### config.mk
export PLATFORM = sky130hd
export DESIGN_NAME = tx_gearbox_66b_32b
export DESIGN_NICKNAME = d
export VERILOG_FILES = /design/src/rtl/tx_gearbox_66b_32b.sv
export SDC_FILE = /design/constraint.sdc
export NUM_CORES = 1
export LEC_CHECK = 0
export ABC_AREA = 1
export BUFFER_PORTS_ARGS = -buffer_cell sky130_fd_sc_hd__buf_2
export CAP_MARGIN = 15
export CORE_MARGIN = 2
export CORE_UTILIZATION = 59
export CTS_CLUSTER_SIZE = 30
export DETAILED_ROUTE_END_ITERATION = 10
export PLACE_DENSITY = 0.8
export SYNTH_ARGS = -nofsm -noshare
export SYNTH_HDL_FRONTEND = slang
export SYNTH_SLANG_ARGS = --single-unit
export TNS_END_PERCENT = 50
### constraint.sdc
create_clock -name clk_i -period 2.7 [get_ports clk_i]
set_clock_uncertainty 0.1 [all_clocks]
set_input_delay 0.27 -clock clk_i [delete_from_list [all_inputs] [get_ports clk_i]]
set_output_delay 0.27 -clock clk_i [all_outputs]
set_load 0.005 [all_outputs]
### src/rtl/tx_gearbox_66b_32b.sv
// 66b-to-32b transmit gearbox: a 66-cycle sequence accepts 64 half-blocks and emits 32-bit words.
// Optional sync-header check compiled in when TX_GEARBOX_HEAD_CHECK_EN is defined.
module tx_gearbox_66b_32b #(
  parameter int unsigned BIT_REVERSE = 0,
  parameter int unsigned START_SEQ   = 0
) (
  input  logic        clk_i,
  input  logic        rst_n_i,
  input  logic [1:0]  head_i,
  input  logic [31:0] data_i,
  output logic        ready_o,
  output logic [31:0] data_o,
  output logic [6:0]  seq_o,
  output logic        head_err_o
);

  localparam logic [6:0] SEQ_LAST = 7'd65;
  localparam logic [6:0] SEQ_INIT = 7'(START_SEQ);

  logic [6:0]  seq_q, seq_d;
  logic [6:0]  lvl_q, lvl_d;
  logic [63:0] res_q, res_d;
  logic [31:0] data_q, data_d;
  logic [33:0] app;
  logic [6:0]  app_len;
  logic [7:0]  sum;
  logic [95:0] window;

  assign ready_o = (seq_q < 7'd64);
  assign seq_o   = seq_q;
  assign data_o  = data_q;

  always_comb begin
    app     = '0;
    app_len = '0;
    if (ready_o) begin
      if (!seq_q[0]) begin
        app     = {data_i, head_i};
        app_len = 7'd34;
      end else begin
        app     = {2'b00, data_i};
        app_len = 7'd32;
      end
    end

    // New bits land directly above the residual; bits above the level are always zero.
    window = {32'h0, res_q} | ({62'h0, app} << lvl_q);
    sum    = {1'b0, lvl_q} + {1'b0, app_len};

    // Level clamps at 0 only when a reset left the buffer behind the schedule.
    if (sum >= 8'd32) lvl_d = 7'(sum - 8'd32);
    else              lvl_d = '0;
    res_d = window[95:32];

    seq_d = (seq_q == SEQ_LAST) ? '0 : seq_q + 7'd1;

    data_d = '0;
    for (int unsigned i = 0; i < 32; i++) begin
      if (BIT_REVERSE != 0) data_d[i] = window[31-i];
      else                  data_d[i] = window[i];
    end
  end

  always_ff @(posedge clk_i or negedge rst_n_i) begin
    if (!rst_n_i) begin
      seq_q  <= SEQ_INIT;
      lvl_q  <= '0;
      res_q  <= '0;
      data_q <= '0;
    end else begin
      seq_q  <= seq_d;
      lvl_q  <= lvl_d;
      res_q  <= res_d;
      data_q <= data_d;
    end
  end

`ifdef TX_GEARBOX_HEAD_CHECK_EN
  logic head_err_q, head_err_d;

  always_comb begin
    head_err_d = head_err_q;
    if (ready_o && !seq_q[0] && (head_i == 2'b00 || head_i == 2'b11))
      head_err_d = 1'b1;
  end

  always_ff @(posedge clk_i or negedge rst_n_i) begin
    if (!rst_n_i) head_err_q <= 1'b0;
    else          head_err_q <= head_err_d;
  end

  assign head_err_o = head_err_q;
`else
  assign head_err_o = 1'b0;
`endif

endmodule
==> impl_metrics.tcl <==
set metrics [dict create \
    portBuffers 75 \
    dieArea_um2 12600 \
    rsz0062_at_grt "false" \
    grt_start_max_net_pins 64 \
    grt_pass1_wl_um 34700 \
    clock_sinks 109 \
    synth_top_area_cell "dfrtp_1" \
    grt_pass1_vias 6709 \
    cp.arrival_ns 2.44 \
    synth_edf_count 0 \
    antenna_found_initial 1 \
    critical_path.cell_chain "inv_2 -> ha_1 -> nand2_1 -> o21ai_0 -> xor2_1 -> nand2_1 -> nor2_1 -> nor2_1" \
    finalHoldViolations 0 \
    fin_tns_setup_ns 0 \
    final.min_clock_period_ns 2.30 \
    fin_hold_ws_ns 0.306 \
    area_growth_pct 10.8 \
    r2r_slack_ns 0.40 \
    ys_seq_elements 109 \
    grt-ovfl-total 0 \
    worstPathMaxFanout 31 \
    worstRegToRegCells 8 \
    cts_tree "yes" \
    p_per_area_nw_per_um2 428 \
    start_util_pct 60.4 \
    dp_hpwl_um 15300 \
    layout_commonest_cell "nand2_1" \
    core_um2 11400 \
    cp_slowest_stage_delay_ns 0.49 \
    synth-main-ff-cell "dfrtp_1" \
    maxSlewViolCount 0 \
    finalCritPeriodShare_pct 85.2 \
    post-place-ws_ns 0.423 \
    reg2reg_from "seq_o[6]" \
    maxCapViolCount 0 \
    cp_slowest_cell "dfrtp_1" \
    netlist_area_um2 6890 \
    reg2reg_to "lvl_q[2]" \
    cts_buffer_depth 2 \
    via_per_inst 6.00 \
    cp-start-kind "flop" \
    avgSynthCellArea_um2 6.88 \
    drt_pass1_iterations 6 \
    timing.final.ws_setup_ns 0.401 \
    drive_gt1_share_pct 12.2 \
    io_pins 77 \
    clk_pin_slew_worst_paths_ns 0.07 \
    synth_area_leaders "dfrtp_1 (40%), nand3_1 (18%), nand2_1 (16%), nand4_1 (6.8%), inv_1 (4.5%)" \
    synth_async_sr_flop_share_pct 100 \
    vdd.ir_drop.worst_mv 0.556 \
    gp_congestion 0.992 \
    syn-num-nets 1043 \
    synth_top_area_share_pct 39.6 \
    chipHeight_um 112 \
    nNetsFinal 1084 \
    drc 0 \
    rows 39 \
    max_freq_mhz 435 \
    leakagePower_nw 4.01 \
    final_cell_mix "nand2_1 (297), nand3_1 (249), dfrtp_1 (109)" \
    h-tree-depth 3 \
    grt_usage_pct 35.1 \
    crit_required_ns 2.84 \
    cts_buffers 9 \
    insertion_delay_ns 0.36 \
    vias 7148 \
    yosysSeqAreaShare_pct 39.6 \
    min_path_type "in2async" \
    wl_per_cell_um 17.7 \
    setup_viol 0 \
    synth.distinct_cells 30 \
    antennaDiodeCount 0 \
    cts-root-buf "clkbuf_16" \
    outcome "complete, no violations" \
    tightest_slew_ns 0.810 \
    end_kind "flop" \
    ant_nets 0 \
    crit_type "reg2reg" \
    synthCells 1002 \
    die_x_um 112 \
    slew-limit-headroom_pct 45.9 \
    drtIter0Drc 886 \
    wirelength_um 21000 \
    yosysWarningCount 0 \
    fin_util_pct 66.9 \
]
[sequential cells by signal, summed over array words and instances (netlist names)]
name	cells
data_o	32
seq_o	7
lvl_q	6
res_q	64
[what timing repair did]
action,4_1_cts,5_1_grt
hold endpoints to repair,30,0
resized for setup,0,0
hold buffers,1,0
setup endpoints to repair,0,0
buffers inserted,0,0
[cells in the mapped netlist, drive strengths merged, types with 4 or more instances]
cell    count
o21bai     10
nand2     297
inv        86
clkbuf     33
nand3     249
nand4      75
xor2        5
nor3        4
nor2       33
ha          5
o21ai      21
buf        39
nand3b     14
a21oi       8
dfrtp     109
[area by class of cell]
cell class                      count  area, um2
Fill cell                        1010       3780
Multi-Input combinational cell    733       3520
Sequential cell                   109       2730
Timing Repair Buffer              102        608
Inverter                           88        330
Clock buffer                       11        243
Tap cell                          143        179
Clock inverter                      5       33.8
[worst max-delay path by stage]
stage               endpoint  startpoint  depth (start not counted)  slack [ns]
floorplan           lvl_q[1]    seq_o[0]                         10        0.65
global placement    lvl_q[2]    seq_o[6]                          8        0.49
detailed placement  lvl_q[2]    seq_o[6]                          8        0.42
CTS                 lvl_q[2]    seq_o[6]                          8        0.40
global route        lvl_q[4]    seq_o[6]                          8        0.16
finish              lvl_q[2]    seq_o[6]                          8        0.40
[through the flow]
step           area (um2)  cells  total power, mW
2_1_floorplan        6890   1002             1.91
3_3_place_gp         7350   1174             2.05
3_5_place_dp         7350   1174             2.05
4_1_cts              7640   1191             3.29
5_1_grt              7640   1191             3.40
6_report             7640   1191             3.27
[power breakdown]
group	internal, mW	leakage, nW	total, mW	switching [mW]
registers	1.69	1.30	1.71	0.0174
logic	0.113	2.58	0.315	0.202
clock network	0.651	0.132	1.24	0.593
[per-layer routing]
metal  wire, um  track usage [%]  vias up  part of all wire, %
met5          0                0        -                    0
met4        798             15.2        0                  3.8
met2       9710             54.6      350                   46
met3       1760             6.32       57                  8.4
met1       8770             48.7     3321                   42
li1           -                -     3420                    -
[worst max-delay path, delay by kind of cell (launching register included)]
| kind | cells | cell delay, ns |
|---|---|---|
| flip-flops | 1 | 0.49 |
| AND/OR/NAND/NOR | 4 | 0.43 |
| adder cells (fa/ha/maj) | 1 | 0.42 |
| buffers and inverters | 1 | 0.26 |
| AO/OA/AOI/OAI | 1 | 0.26 |
| XOR/XNOR | 1 | 0.22 |
[kinds of logic (layout without fill, tap and decap cells)]
group,count (synthesis),in the layout,share of synthesized area [%]
AND/OR/NAND/NOR,675,675,45.2
buffers and inverters,160,206,9.51
flip-flops,109,109,39.6
AO/OA/AOI/OAI,45,45,3.88
XOR/XNOR,7,7,0.889
adder cells (fa/ha/maj),5,5,0.907
other,1,1,0.0544
Note: power is estimated with default switching activity, not from simulation.
